$ cat src/rtl/btb_pkg.sv
// Shared BTB controller definitions: geometry defaults, FSM states and the
// update-queue entry layout.
package btb_pkg;

  localparam int unsigned BIT_ENTRY = 5;
  localparam int unsigned TAG_W     = 32 - 2 - BIT_ENTRY;

  typedef enum logic {
    ST_SWEEP = 1'b0,
    ST_IDLE  = 1'b1
  } btb_state_e;

  typedef struct packed {
    logic [BIT_ENTRY-1:0] index;
    logic [TAG_W-1:0]     tag;
    logic [31:0]          target;
  } upd_entry_t;

endpackage

$ cat src/rtl/btb_upd_fifo.sv
// Two-entry update queue between the execute-stage update port and the BTB
// arrays; flush empties it and takes priority over a same-cycle push.
module btb_upd_fifo #(
  parameter type entry_t = btb_pkg::upd_entry_t
) (
  input  logic       clk,
  input  logic       rst_n,
  input  logic       push,
  input  entry_t     push_data,
  input  logic       pop,
  input  logic       flush,
  output entry_t     head,
  output logic [1:0] count
);

  entry_t     mem_q [2];
  entry_t     mem_d [2];
  logic       wr_ptr_q, wr_ptr_d;
  logic       rd_ptr_q, rd_ptr_d;
  logic [1:0] count_q, count_d;
  logic       do_push, do_pop;

  assign do_push = push && (count_q != 2'd2);
  assign do_pop  = pop  && (count_q != 2'd0);

  always_comb begin
    mem_d    = mem_q;
    wr_ptr_d = wr_ptr_q;
    rd_ptr_d = rd_ptr_q;
    count_d  = count_q;
    if (flush) begin
      wr_ptr_d = 1'b0;
      rd_ptr_d = 1'b0;
      count_d  = 2'd0;
    end else begin
      if (do_push) begin
        mem_d[wr_ptr_q] = push_data;
        wr_ptr_d        = ~wr_ptr_q;
      end
      if (do_pop) begin
        rd_ptr_d = ~rd_ptr_q;
      end
      case ({do_push, do_pop})
        2'b10:   count_d = count_q + 2'd1;
        2'b01:   count_d = count_q - 2'd1;
        default: count_d = count_q;
      endcase
    end
  end

  always_ff @(posedge clk or negedge rst_n) begin
    if (!rst_n) begin
      mem_q    <= '{default: '0};
      wr_ptr_q <= 1'b0;
      rd_ptr_q <= 1'b0;
      count_q  <= 2'd0;
    end else begin
      mem_q    <= mem_d;
      wr_ptr_q <= wr_ptr_d;
      rd_ptr_q <= rd_ptr_d;
      count_q  <= count_d;
    end
  end

  assign head  = mem_q[rd_ptr_q];
  assign count = count_q;

endmodule

$ cat src/rtl/btb_ctrl.sv
// Branch target buffer controller: fetch-stage lookup, queued execute-stage
// installs, and a one-entry-per-cycle invalidation sweep after reset/flush.
module btb_ctrl #(
  parameter int unsigned BIT_ENTRY = btb_pkg::BIT_ENTRY,
  parameter int unsigned TAG_W     = 32 - 2 - BIT_ENTRY
) (
  input  logic                 clk,
  input  logic                 rst,
  input  logic [31:0]          fetch_pc,
  output logic                 hit,
  output logic [31:0]          pred_target,
  input  logic                 upd_valid,
  output logic                 upd_ready,
  input  logic [31:0]          upd_pc,
  input  logic [31:0]          upd_target,
  input  logic                 flush_req,
  output logic                 flush_busy,
  output logic [BIT_ENTRY-1:0] arr_rindex,
  output logic                 arr_load,
  output logic [BIT_ENTRY-1:0] arr_windex,
  output logic [TAG_W-1:0]     arr_tag_din,
  output logic [31:0]          arr_tgt_din,
  output logic                 arr_valid_din,
  input  logic [TAG_W-1:0]     arr_tag_dout,
  input  logic [31:0]          arr_tgt_dout,
  input  logic                 arr_valid_dout
);

  import btb_pkg::*;

  typedef struct packed {
    logic [BIT_ENTRY-1:0] index;
    logic [TAG_W-1:0]     tag;
    logic [31:0]          target;
  } entry_t;

  btb_state_e           state_q, state_d;
  logic [BIT_ENTRY-1:0] cnt_q, cnt_d;

  entry_t     fifo_in, fifo_head;
  logic [1:0] fifo_count;
  logic       fifo_push, fifo_pop;
  logic       unused_pc_bits;

  assign unused_pc_bits = ^{fetch_pc[1:0], upd_pc[1:0]};

  // A flush in either state (re)starts the sweep from index 0.
  always_comb begin
    state_d = state_q;
    cnt_d   = cnt_q;
    case (state_q)
      ST_SWEEP: begin
        if (flush_req) begin
          cnt_d = '0;
        end else if (cnt_q == '1) begin
          state_d = ST_IDLE;
          cnt_d   = '0;
        end else begin
          cnt_d = cnt_q + BIT_ENTRY'(1);
        end
      end
      ST_IDLE: begin
        if (flush_req) begin
          state_d = ST_SWEEP;
          cnt_d   = '0;
        end
      end
      default: begin
        state_d = ST_SWEEP;
        cnt_d   = '0;
      end
    endcase
  end

  always_ff @(posedge clk or negedge rst) begin
    if (!rst) begin
      state_q <= ST_SWEEP;
      cnt_q   <= '0;
    end else begin
      state_q <= state_d;
      cnt_q   <= cnt_d;
    end
  end

  assign flush_busy = (state_q == ST_SWEEP);
  assign upd_ready  = (state_q == ST_IDLE) && (fifo_count != 2'd2);
  assign fifo_push  = upd_valid && upd_ready;
  assign fifo_pop   = (state_q == ST_IDLE) && (fifo_count != 2'd0);

  assign fifo_in.index  = upd_pc[BIT_ENTRY+1:2];
  assign fifo_in.tag    = upd_pc[31:BIT_ENTRY+2];
  assign fifo_in.target = upd_target;

  btb_upd_fifo #(
    .entry_t (entry_t)
  ) u_upd_fifo (
    .clk       (clk),
    .rst_n     (rst),
    .push      (fifo_push),
    .push_data (fifo_in),
    .pop       (fifo_pop),
    .flush     (flush_req),
    .head      (fifo_head),
    .count     (fifo_count)
  );

  always_comb begin
    arr_load      = 1'b0;
    arr_windex    = '0;
    arr_tag_din   = '0;
    arr_tgt_din   = '0;
    arr_valid_din = 1'b0;
    if (state_q == ST_SWEEP) begin
      arr_load   = 1'b1;
      arr_windex = cnt_q;
    end else if (fifo_count != 2'd0) begin
      arr_load      = 1'b1;
      arr_windex    = fifo_head.index;
      arr_tag_din   = fifo_head.tag;
      arr_tgt_din   = fifo_head.target;
      arr_valid_din = 1'b1;
    end
  end

  assign arr_rindex  = fetch_pc[BIT_ENTRY+1:2];
  assign hit         = arr_valid_dout && (arr_tag_dout == fetch_pc[31:BIT_ENTRY+2])
                       && (state_q == ST_IDLE);
  assign pred_target = hit ? arr_tgt_dout : (fetch_pc + 32'd4);

endmodule

$ cat config.mk
export PLATFORM = sky130hd
export DESIGN_NAME = btb_ctrl
export DESIGN_NICKNAME = d
export VERILOG_FILES = /design/src/rtl/btb_pkg.sv /design/src/rtl/btb_upd_fifo.sv /design/src/rtl/btb_ctrl.sv
export SDC_FILE = /design/constraint.sdc
export NUM_CORES = 1
export LEC_CHECK = 0
export ABC_AREA = 1
export CORE_ASPECT_RATIO = 0.9
export CORE_MARGIN = 1.5
export CORE_UTILIZATION = 35
export CTS_CLUSTER_DIAMETER = 200
export CTS_CLUSTER_SIZE = 25
export DETAILED_ROUTE_END_ITERATION = 7
export GPL_ROUTABILITY_DRIVEN = 0
export PLACE_DENSITY_LB_ADDON = 0.15
export SYNTH_ARGS = -nofsm -noshare
export SYNTH_HDL_FRONTEND = slang
export SYNTH_SLANG_ARGS = --single-unit
export TNS_END_PERCENT = 50
$ cat constraint.sdc
create_clock -name clk -period 3.89 [get_ports clk]
set_clock_uncertainty 0.05 [all_clocks]
set_input_delay 0.5835 -clock clk [delete_from_list [all_inputs] [get_ports clk]]
set_output_delay 0.5835 -clock clk [all_outputs]
set_load 0.03 [all_outputs]
==> results of run 1 <==
## worst max-delay path, cell delays in order
cell	delay, ns
clkdlybuf4s50_1	0.67
nand2_1	0.12
nor2_1	0.28
nand2_1	0.15
nor2_1	0.15
xor2_1	0.25
nand2_1	0.09
nand2_1	0.07
clkdlybuf4s50_1	0.66
## final cells by class
cell class,count,area (µm²),area share
Timing Repair Buffer,274,2760,0.230
Sequential cell,134,3350,0.280
Multi-Input combinational cell,910,4030,0.336
Clock inverter,9,101,0.00846
Clock buffer,22,474,0.0396
Antenna cell,1,2.50,0.000209
Inverter,235,882,0.0736
Tap cell,308,385,0.0322
## stage by stage
step / setup slack (ns) / cells / hold slack (ns) / cell area (µm²) / power (µW)
after global placement: 0.246 / 1861 / 0.415 / 11400 / 2150
after floorplan: 1.53 / 1336 / 0.238 / 8560 / 1800
after CTS: 0.232 / 1892 / 0.268 / 12000 / 3720
final: 0.233 / 1893 / 0.217 / 12000 / 3680
after detailed placement: 0.233 / 1861 / 0.423 / 11400 / 2150
after global routing: 0.00585 / 1892 / 0.299 / 12000 / 3850
## how the worst min path moves through the flow
| stage | endpoint | slack (ns) | depth (start not counted) |
|---|---|---|---|
| after CTS | u_upd_fifo.mem_q[28] | 0.27 | 1 |
| after floorplan | cnt_q[0] | 0.24 | 0 |
| after detailed placement | u_upd_fifo.mem_q[75] | 0.42 | 2 |
| after global routing | u_upd_fifo.mem_q[89] | 0.30 | 1 |
| after global placement | u_upd_fifo.mem_q[83] | 0.42 | 2 |
| final | u_upd_fifo.mem_q[28] | 0.22 | 1 |
## layer usage
| layer | up-vias | wire [µm] | GRT usage |
|---|---|---|---|
| met4 | 4 | 427 | 0.0559 |
| li1 | 4468 | - | - |
| met3 | 33 | 1770 | 0.0549 |
| met5 | - | 27 | 0 |
| met1 | 3814 | 11500 | 0.256 |
| met2 | 263 | 11800 | 0.350 |
## cell usage in the layout, fill, tap and decap left out, types with 12 or more instances in the layout
cell type / n
nand2_1: 582
clkdlybuf4s50_1: 258
inv_1: 209
dfrtp_1: 133
o21ai_1: 71
nor2_1: 64
o21ai_0: 58
nand3_1: 55
inv_2: 23
clkbuf_16: 17
xor2_1: 15
nand4_1: 12
## kinds of logic after synthesis
| group | Yosys count | share of synthesized area |
|---|---|---|
| and+or+nand+nor | 746 | 0.359 |
| adders and majority gates | 3 | 0.00439 |
| DFF | 134 | 0.392 |
| xor gates and xnor gates | 19 | 0.0194 |
| AOI/OAI and AO/OA | 142 | 0.0859 |
| buffers and inverters | 292 | 0.140 |
## state kept, by name, indices dropped and copies added, names as in the netlist
register / cells
u_upd_fifo.rd_ptr_q: 1
u_upd_fifo.mem_q: 124
u_upd_fifo.count: 2
state_q: 1
cnt_q: 5
u_upd_fifo.wr_ptr_q: 1
## power groups by stage
| stage | clock network [µW] | registers (µW) | logic (µW) |
|---|---|---|---|
| after floorplan | 0 | 1500 | 306 |
| after global placement | 0 | 1500 | 646 |
| after detailed placement | 0 | 1510 | 649 |
| after CTS | 1580 | 1480 | 653 |
| after global routing | 1650 | 1490 | 717 |
| final | 1550 | 1480 | 647 |
==> impl_metrics.csv, run 1 <==
group,metric,value,unit
status,outcome,"finished clean",
setup_path,r2r_setup_slack,1.30,ns
global_route,grt_max_degree,105,
cts,clock_latency,0.41,ns
power,intPower,2730,µW
power,vdd_drop_max,0.254,mV
floorplan,core_area,0.0241,mm²
power,p_leak,0.00656,µW
sta,setup_viol,0,
final_layout,fillers,2504,
sta,tightest_slew,0.958,ns
drt,drtAntennaViolNets,0,
global_route,grt_pass1_wl,40900,µm
synth,ys_seq_area_frac,0.392,
place,hpwl,18500,µm
floorplan,dieArea,0.0254,mm²
power,p_sw,943,µW
power,clkPwrFrac,0.421,
final_layout,drive_gt1_frac,0.0619,
power,p_per_area,307,mW/mm²
setup_path,r2r-start,"state_q",
synth,synth_seq_cells,134,
sta,rsz0062_at_grt,"no",
synth,synth_cell_types,33,
drt,num_vias,8582,
global_route,grt-ovfl-total,0,
setup_path,worstSetupEndpoint,"pred_target[18]",
setup_path,crit_fanout,5,
setup_path,required,3.26,ns
setup_path,r2r_end,"u_upd_fifo.mem_q[87]",
setup_path,worstSetupEndpointType,"output port",
run,cap_violations,0,
final_layout,finish.utilization,0.497,
cts,ctsResizeCount,0,
setup_path,startpoint_type,"primary input",
synth,async_reset_ff_frac,1.00,
global_route,grtUsageTotal,0.205,
sta,fin_tns_setup,0,ns
sta,final-hold-violation-count,0,
power,sequentialPowerShare,0.403,
floorplan,pin_count,262,
setup_path,arrival,3.02,ns
final_layout,area_growth,40.0,%
floorplan,die_h,151,µm
cts,path_clk_slew,0.06,ns
setup_path,critical_path_class,"in2out",
synth,ys_top_cells_by_area,"dfrtp_1, nand2_1, inv_1",
drt,wl_per_cell,13.5,µm
sta,slew_viol_final,0,
cts,postCtsSetupRepairBufs,0,
floorplan,dieWidth,168,µm
final_layout,fin_nets,1733,
sta,period_share,0.940,
drt,drt_first_pass_iters,4,
place,port_buffers,259,
synth,synth_area,0.00856,mm²
cts,cts_tree,"built",
drt,drt-initial-drc-count,599,
synth,yosysWarnings,0,
synth,syn_inst,1336,
synth,syn-num-nets,1497,
cts,cts_sinks,134,
synth,synth_top_cell_by_area,"dfrtp_1",
synth,synth_edf_count,0,
setup_path,reg2reg_depth,7,
drt,drc,0,
floorplan,initial_utilization,0.355,
setup_path,startpoint,"fetch_pc[15]",
sta,worst_slew_margin_rel,0.361,
synth,ys.flop_type,"dfrtp_1",
cts,max-clock-path-buffers,2,
cts,cts_made_buffers,17,
cts,cts_root_buf,"clkbuf_16",
sta,fmax,0.273,GHz
global_route,grt_pass1_vias,8199,
hold_path,worstHoldPathType,"in2async",
synth,syn_area_per_cell,6.41,µm²
cts,cts_hold_buf,0,
power,swShare,0.256,
drt,viasPerCell,4.53,
synth,synth_top_area_frac,0.392,
sta,min_period,3.66,ns
cts,htreeDepth,4,
synth,synthTopCellsByCount,"nand2_1, inv_1, dfrtp_1",
drt,wl,25500,µm
global_route,antenna_found_initial,2,
floorplan,rows,54,
power,p_comb_frac,0.176,
synth,synth_most_common_cell,"nand2_1",
Power figures use the tool's default switching activity.
==> inputs of run 2 (changes only) <==
ABC_AREA = default   (was 1)
==> run 2 against run 1 <==
Compared with the run above: global-route usage is 2.0 points lower; sequential cell count stayed put; first-iteration DRC count is 64% lower; highest routed layer is now met4.
==> impl_metrics.csv, run 2 <==
group,metric,value,unit
drt,num_vias,5735,
synth,syn-num-nets,793,
final_layout,drive_gt1_frac,0.274,
sta,worst_slew_margin_rel,0.599,
power,vdd_drop_max,0.329,mV
drt,drc,0,
sta,tightest_slew,0.599,ns
cts,clock_latency,0.41,ns
synth,ys_seq_area_frac,0.440,
sta,min_period,3.70,ns
setup_path,worstSetupEndpoint,"pred_target[31]",
synth,synthTopCellsByCount,"dfrtp_1, mux2_2, nor2_1",
drt,wl_per_cell,17.3,µm
global_route,grt_pass1_wl,32400,µm
synth,syn_inst,632,
final_layout,final_common_cell,"clkdlybuf4s50_1",
place,hpwl,15000,µm
hold_path,worstHoldPathType,"in2async",
setup_path,worstSetupEndpointType,"output port",
setup_path,required,3.26,ns
setup_path,critical_path_class,"in2out",
place,place_inst,1158,
final_layout,area_growth,44.1,%
setup_path,startpoint,"fetch_pc[22]",
floorplan,dieWidth,159,µm
synth,synth_top_cell_by_area,"dfrtp_1",
setup_path,reg2reg_depth,6,
synth,async_reset_ff_frac,1.00,
sta,fin_tns_setup,0,ns
cts,cts_sinks,134,
synth,synth_seq_cells,134,
final_layout,ff_latch_area,0.00336,mm²
sta,fmax,0.270,GHz
global_route,grtUsageTotal,0.185,
synth,ys.flop_type,"dfrtp_1",
cts,cts_root_buf,"clkbuf_16",
final_layout,multi_input_comb_area,0.00390,mm²
cts,cts_tree,"built",
run,cap_violations,0,
drt,viasPerCell,4.82,
synth,synth_top_area_frac,0.440,
synth,synth_cell_types,44,
floorplan,die_h,143,µm
synth,ys_top_cells_by_area,"dfrtp_1, mux2_2, mux2i_1",
sta,rsz0062_at_grt,"no",
floorplan,core_area,0.0215,mm²
synth,synth_area,0.00762,mm²
setup_path,crit_fanout,4,
global_route,antenna_found_initial,0,
synth,syn_area_per_cell,12.1,µm²
setup_path,r2r-start,"state_q",
cts,cts_hold_buf,0,
drt,wl,20500,µm
final_layout,diodes,0,
power,p_leak,0.00463,µW
final_layout,largest_register_ffs,124,
setup_path,startpoint_type,"primary input",
place,port_buffers,259,
setup_path,r2r_end,"u_upd_fifo.mem_q[95]",
setup_path,r2r_setup_slack,1.83,ns
final_layout,top_register,"u_upd_fifo.mem_q",
final_layout,finish.utilization,0.511,
sta,final-hold-violation-count,0,
floorplan,pin_count,262,
global_route,grt_max_degree,67,
drt,drtAntennaViolNets,0,
power,p_per_area,330,mW/mm²
setup_path,arrival,3.07,ns
floorplan,rows,51,
synth,synth_edf_count,0,
synth,synth_most_common_cell,"dfrtp_1",
final_layout,mostFrequentLayoutCells,"clkdlybuf4s50_1, dfrtp_1, mux2_2, nor2_1, mux2i_1",
cts,path_clk_slew,0.06,ns
sta,period_share,0.952,
global_route,grt-ovfl-total,0,
sta,setup_viol,0,
cts,postCtsSetupRepairBufs,0,
global_route,grt_pass1_vias,6216,
final_layout,fillers,1955,
sta,slew_viol_final,0,
floorplan,dieArea,0.0227,mm²
cts,cts_made_buffers,17,
drt,drt-initial-drc-count,216,
final_layout,final_cells,1190,
cts,max-clock-path-buffers,2,
cts,ctsResizeCount,0,
final_layout,fin_nets,1047,
synth,yosysWarnings,0,
status,outcome,"finished clean",
cts,htreeDepth,4,
floorplan,initial_utilization,0.354,
drt,drt_first_pass_iters,4,
run 2: cell types whose count changed in the layout (fill, tap and decap cells not counted), moves of 39 or more:
cell and change:
mux2_2 +123, o21ai_0 -56, o21ai_1 -71, nand2_1 -571, nand3_1 -39, inv_1 -196
mux2i_1 +66
run 2: critical path: stages:
cell             delay [ns]
clkdlybuf4s50_1        0.50
xnor2_1                0.26
nand4_1                0.13
nor4bb_1               0.33
and4_2                 0.33
mux2_2                 0.35
clkdlybuf4s50_1        0.59
run 2: cell type report:
class	instances	share of cell area
clock buffer	17	0.0387
clock inverter	15	0.0177
inverter	13	0.00444
multi-input combinational	442	0.356
sequential	134	0.306
tap	291	0.0332
timing repair buffer	278	0.245
run 2: cells by family (layout without fill, tap and decap cells):
kind of cell / count (synthesis) / in the layout / share of synthesized area
simple gates: 146 / 146 / 0.0970
flops: 134 / 134 / 0.440
xor+xnor: 58 / 58 / 0.0677
compound gates: 15 / 15 / 0.0130
fa+ha+maj: 3 / 3 / 0.00493
mux: 220 / 220 / 0.328
buf+inv: 56 / 323 / 0.0493
run 2: worst min path at each step:
| stage | end | slack, ns |
|---|---|---|
| floorplan | cnt_q[0] | 0.24 |
| global placement | u_upd_fifo.mem_q[66] | 0.42 |
| detailed placement | u_upd_fifo.mem_q[77] | 0.43 |
| CTS | u_upd_fifo.mem_q[35] | 0.12 |
| global route | u_upd_fifo.mem_q[35] | 0.14 |
| finish | u_upd_fifo.mem_q[27] | 0.11 |
run 2: routing by layer:
metal | part of all wire | GRT usage | vias up | routed length, µm
met3 | 0.077 | 0.0616 | 18 | 1580
li1 | - | - | 2718 | -
met1 | 0.41 | 0.217 | 2841 | 8430
met4 | 0.012 | 0.0477 | 0 | 245
met5 | 0 | 0 | - | 0
met2 | 0.50 | 0.323 | 158 | 10300
run 2: per-stage QoR:
stage | total power (µW) | setup WS, ns | instance area (µm²) | hold WS [ns]
6_report | 3620 | 0.186 | 11000 | 0.106
5_1_grt | 3790 | 0.0353 | 11000 | 0.139
3_3_place_gp | 1960 | 0.218 | 10400 | 0.416
3_5_place_dp | 1980 | 0.226 | 10400 | 0.430
4_1_cts | 3670 | 0.214 | 11000 | 0.117
2_1_floorplan | 1700 | 0.934 | 7620 | 0.238
run 2: where the power goes:
group	internal [µW]	total (µW)	switching, µW
clock	1030	1670	645
sequential	1440	1460	22.8
combinational	277	489	212
total	2740	3620	879
==> inputs of run 3 (changes only) <==
==> constraint.sdc (replaced) <==
create_clock -name clk -period 3.89 [get_ports clk]
set_clock_uncertainty 0.05 [all_clocks]
set_input_delay 0.778 -clock clk [delete_from_list [all_inputs] [get_ports clk]]
set_output_delay 0.778 -clock clk [all_outputs]
set_load 0.03 [all_outputs]
==> run 3 against run 2 <==
Compared with the run above: utilization up 1.3 points; clock power decreased by 9%; critical path depth increased by 1; cell area increased by 2.5%; via count increased by 2.7%; non-clock buffer count is 36 higher; global-route usage rose by 0.51 points; first-iteration DRC count decreased by 2.8%; fmax fell by 3.0%; highest routed layer unchanged.
==> impl_metrics.csv, run 3 (synthesized netlist as in run 2, its figures left out) <==
group,metric,value,unit
final_layout,multi_input_comb_area,0.00396,mm²
setup_path,cpPeakStageDelay,0.59,ns
final_layout,finish.utilization,0.523,
sta,setup_viol,0,
sta,slew_viol_final,0,
sta,worst_slack,0.0723,ns
cts,cts_hold_buf,0,
sta,fmax,0.262,GHz
final_layout,ff_latch_area,0.00336,mm²
power,p_per_area,311,mW/mm²
drt,drc,0,
setup_path,required,3.06,ns
floorplan,initial_utilization,0.354,
cts,htreeDepth,4,
power,vdd_drop_max,0.270,mV
setup_path,r2r-start,"u_upd_fifo.count[0]",
setup_path,startpoint_type,"primary input",
final_layout,top_register,"u_upd_fifo.mem_q",
final_layout,mostFrequentLayoutCells,"clkdlybuf4s50_1, dfrtp_1, mux2_2, buf_4, nor2_1",
drt,drt-initial-drc-count,210,
final_layout,area_growth,47.7,%
cts,cts_made_buffers,17,
setup_path,r2r_setup_slack,1.77,ns
global_route,grtUsageTotal,0.190,
final_layout,fin_nets,1083,
drt,viasPerCell,4.80,
setup_path,worstPathCellList,"clkdlybuf4s50_1 > xnor2_2 > nand4_1 > nor4b_2 > and4_2 > buf_8 > mux2_4 > buf_4",
sta,final-hold-violation-count,0,
floorplan,dieArea,0.0227,mm²
cts,clock_latency,0.41,ns
cts,path_clk_slew,0.06,ns
drt,wl,21000,µm
cts,cts_tree,"built",
sta,tightest_slew,1.07,ns
floorplan,core_area,0.0215,mm²
hold_path,worstHoldPathType,"in2async",
cts,cts_sinks,134,
final_layout,fillers,1868,
place,detailedPlace.worstSlack,-0.175,ns
global_route,grt_pass1_wl,33100,µm
sta,min_period,3.82,ns
final_layout,final_common_cell,"clkdlybuf4s50_1",
place,port_buffers,259,
run,cap_violations,0,
global_route,grt_max_degree,77,
setup_path,startpoint,"fetch_pc[11]",
sta,period_share,0.981,
setup_path,crit_fanout,19,
setup_path,cp_slowest_cell,"clkdlybuf4s50_1",
global_route,grt-ovfl-total,0,
drt,num_vias,5888,
place,hpwl,15500,µm
sta,rsz0062_at_grt,"yes",
drt,drt_first_pass_iters,4,
floorplan,die_h,143,µm
power,p_leak,0.00485,µW
drt,drtAntennaViolNets,0,
final_layout,largest_register_ffs,124,
sta,worst_slew_margin_rel,0.285,
setup_path,worstSetupEndpointType,"output port",
status,outcome,"finished clean",
floorplan,rows,51,
setup_path,arrival,2.99,ns
global_route,antenna_found_initial,0,
power,finalPower,3500,µW
cts,max-clock-path-buffers,2,
final_layout,drive_gt1_frac,0.307,
floorplan,pin_count,262,
cts,cts_root_buf,"clkbuf_16",
drt,wl_per_cell,17.1,µm
setup_path,critical_path_class,"in2out",
global_route,grt_pass1_vias,6408,
floorplan,dieWidth,159,µm
==> run 3: power by group <==
part,total [µW],internal [µW],switching (µW)
Clock,1520,884,632
Sequential,1460,1440,22.2
Combinational,527,305,222
Total,3500,2630,876
==> run 3: layer usage <==
layer,global-route usage,wire length (µm)
met1,0.225,8750
met2,0.326,10500
met3,0.0622,1420
met4,0.0571,314
met5,0,0
==> run 3: area by class of cell <==
cell class              count  area share
multi-input cells         442       0.351
flip-flops and latches    134       0.298
repair buffers            314       0.264
clock buffers              18      0.0381
well taps                 291      0.0323
clock inverters            14      0.0113
inverters                  13     0.00434
diodes                      1    0.000222
==> run 3: final timing paths <==
path	endpoint	cells past startpoint
worst max-delay path	pred_target[6]	8
worst min-delay path	u_upd_fifo.mem_q[97]	1
worst max register to register	u_upd_fifo.mem_q[72]	6
worst min register to register	u_upd_fifo.mem_q[75]	1
min in group clk	u_upd_fifo.mem_q[75]	1
max in group asynchronous	u_upd_fifo.mem_q[80]	2
==> run 3: worst max-delay path: cells and delay by family <==
kind	cells	cell delay [ns]
mux	1	0.33
simple gates	3	0.73
buf+inv	3	1.00
xor+xnor	1	0.14
==> run 3: stage by stage <==
step	setup TNS [ns]	hold WS, ns	instance area (µm²)	std cells
finish	0	0.275	11300	1227
global route	-0.00480	0.305	11300	1226
CTS	-0.0205	0.292	11200	1226
detailed placement	-1.23	0.424	10600	1194
global placement	-0.263	0.416	10600	1194
floorplan	0	0.407	7620	632
==> run 3: what timing repair did <==
| item | CTS | global route |
|---|---|---|
| resized for setup | 3 | 12 |
| setup buffers | 0 | 0 |
| endpoints found under the setup margin | 21 | 33 |
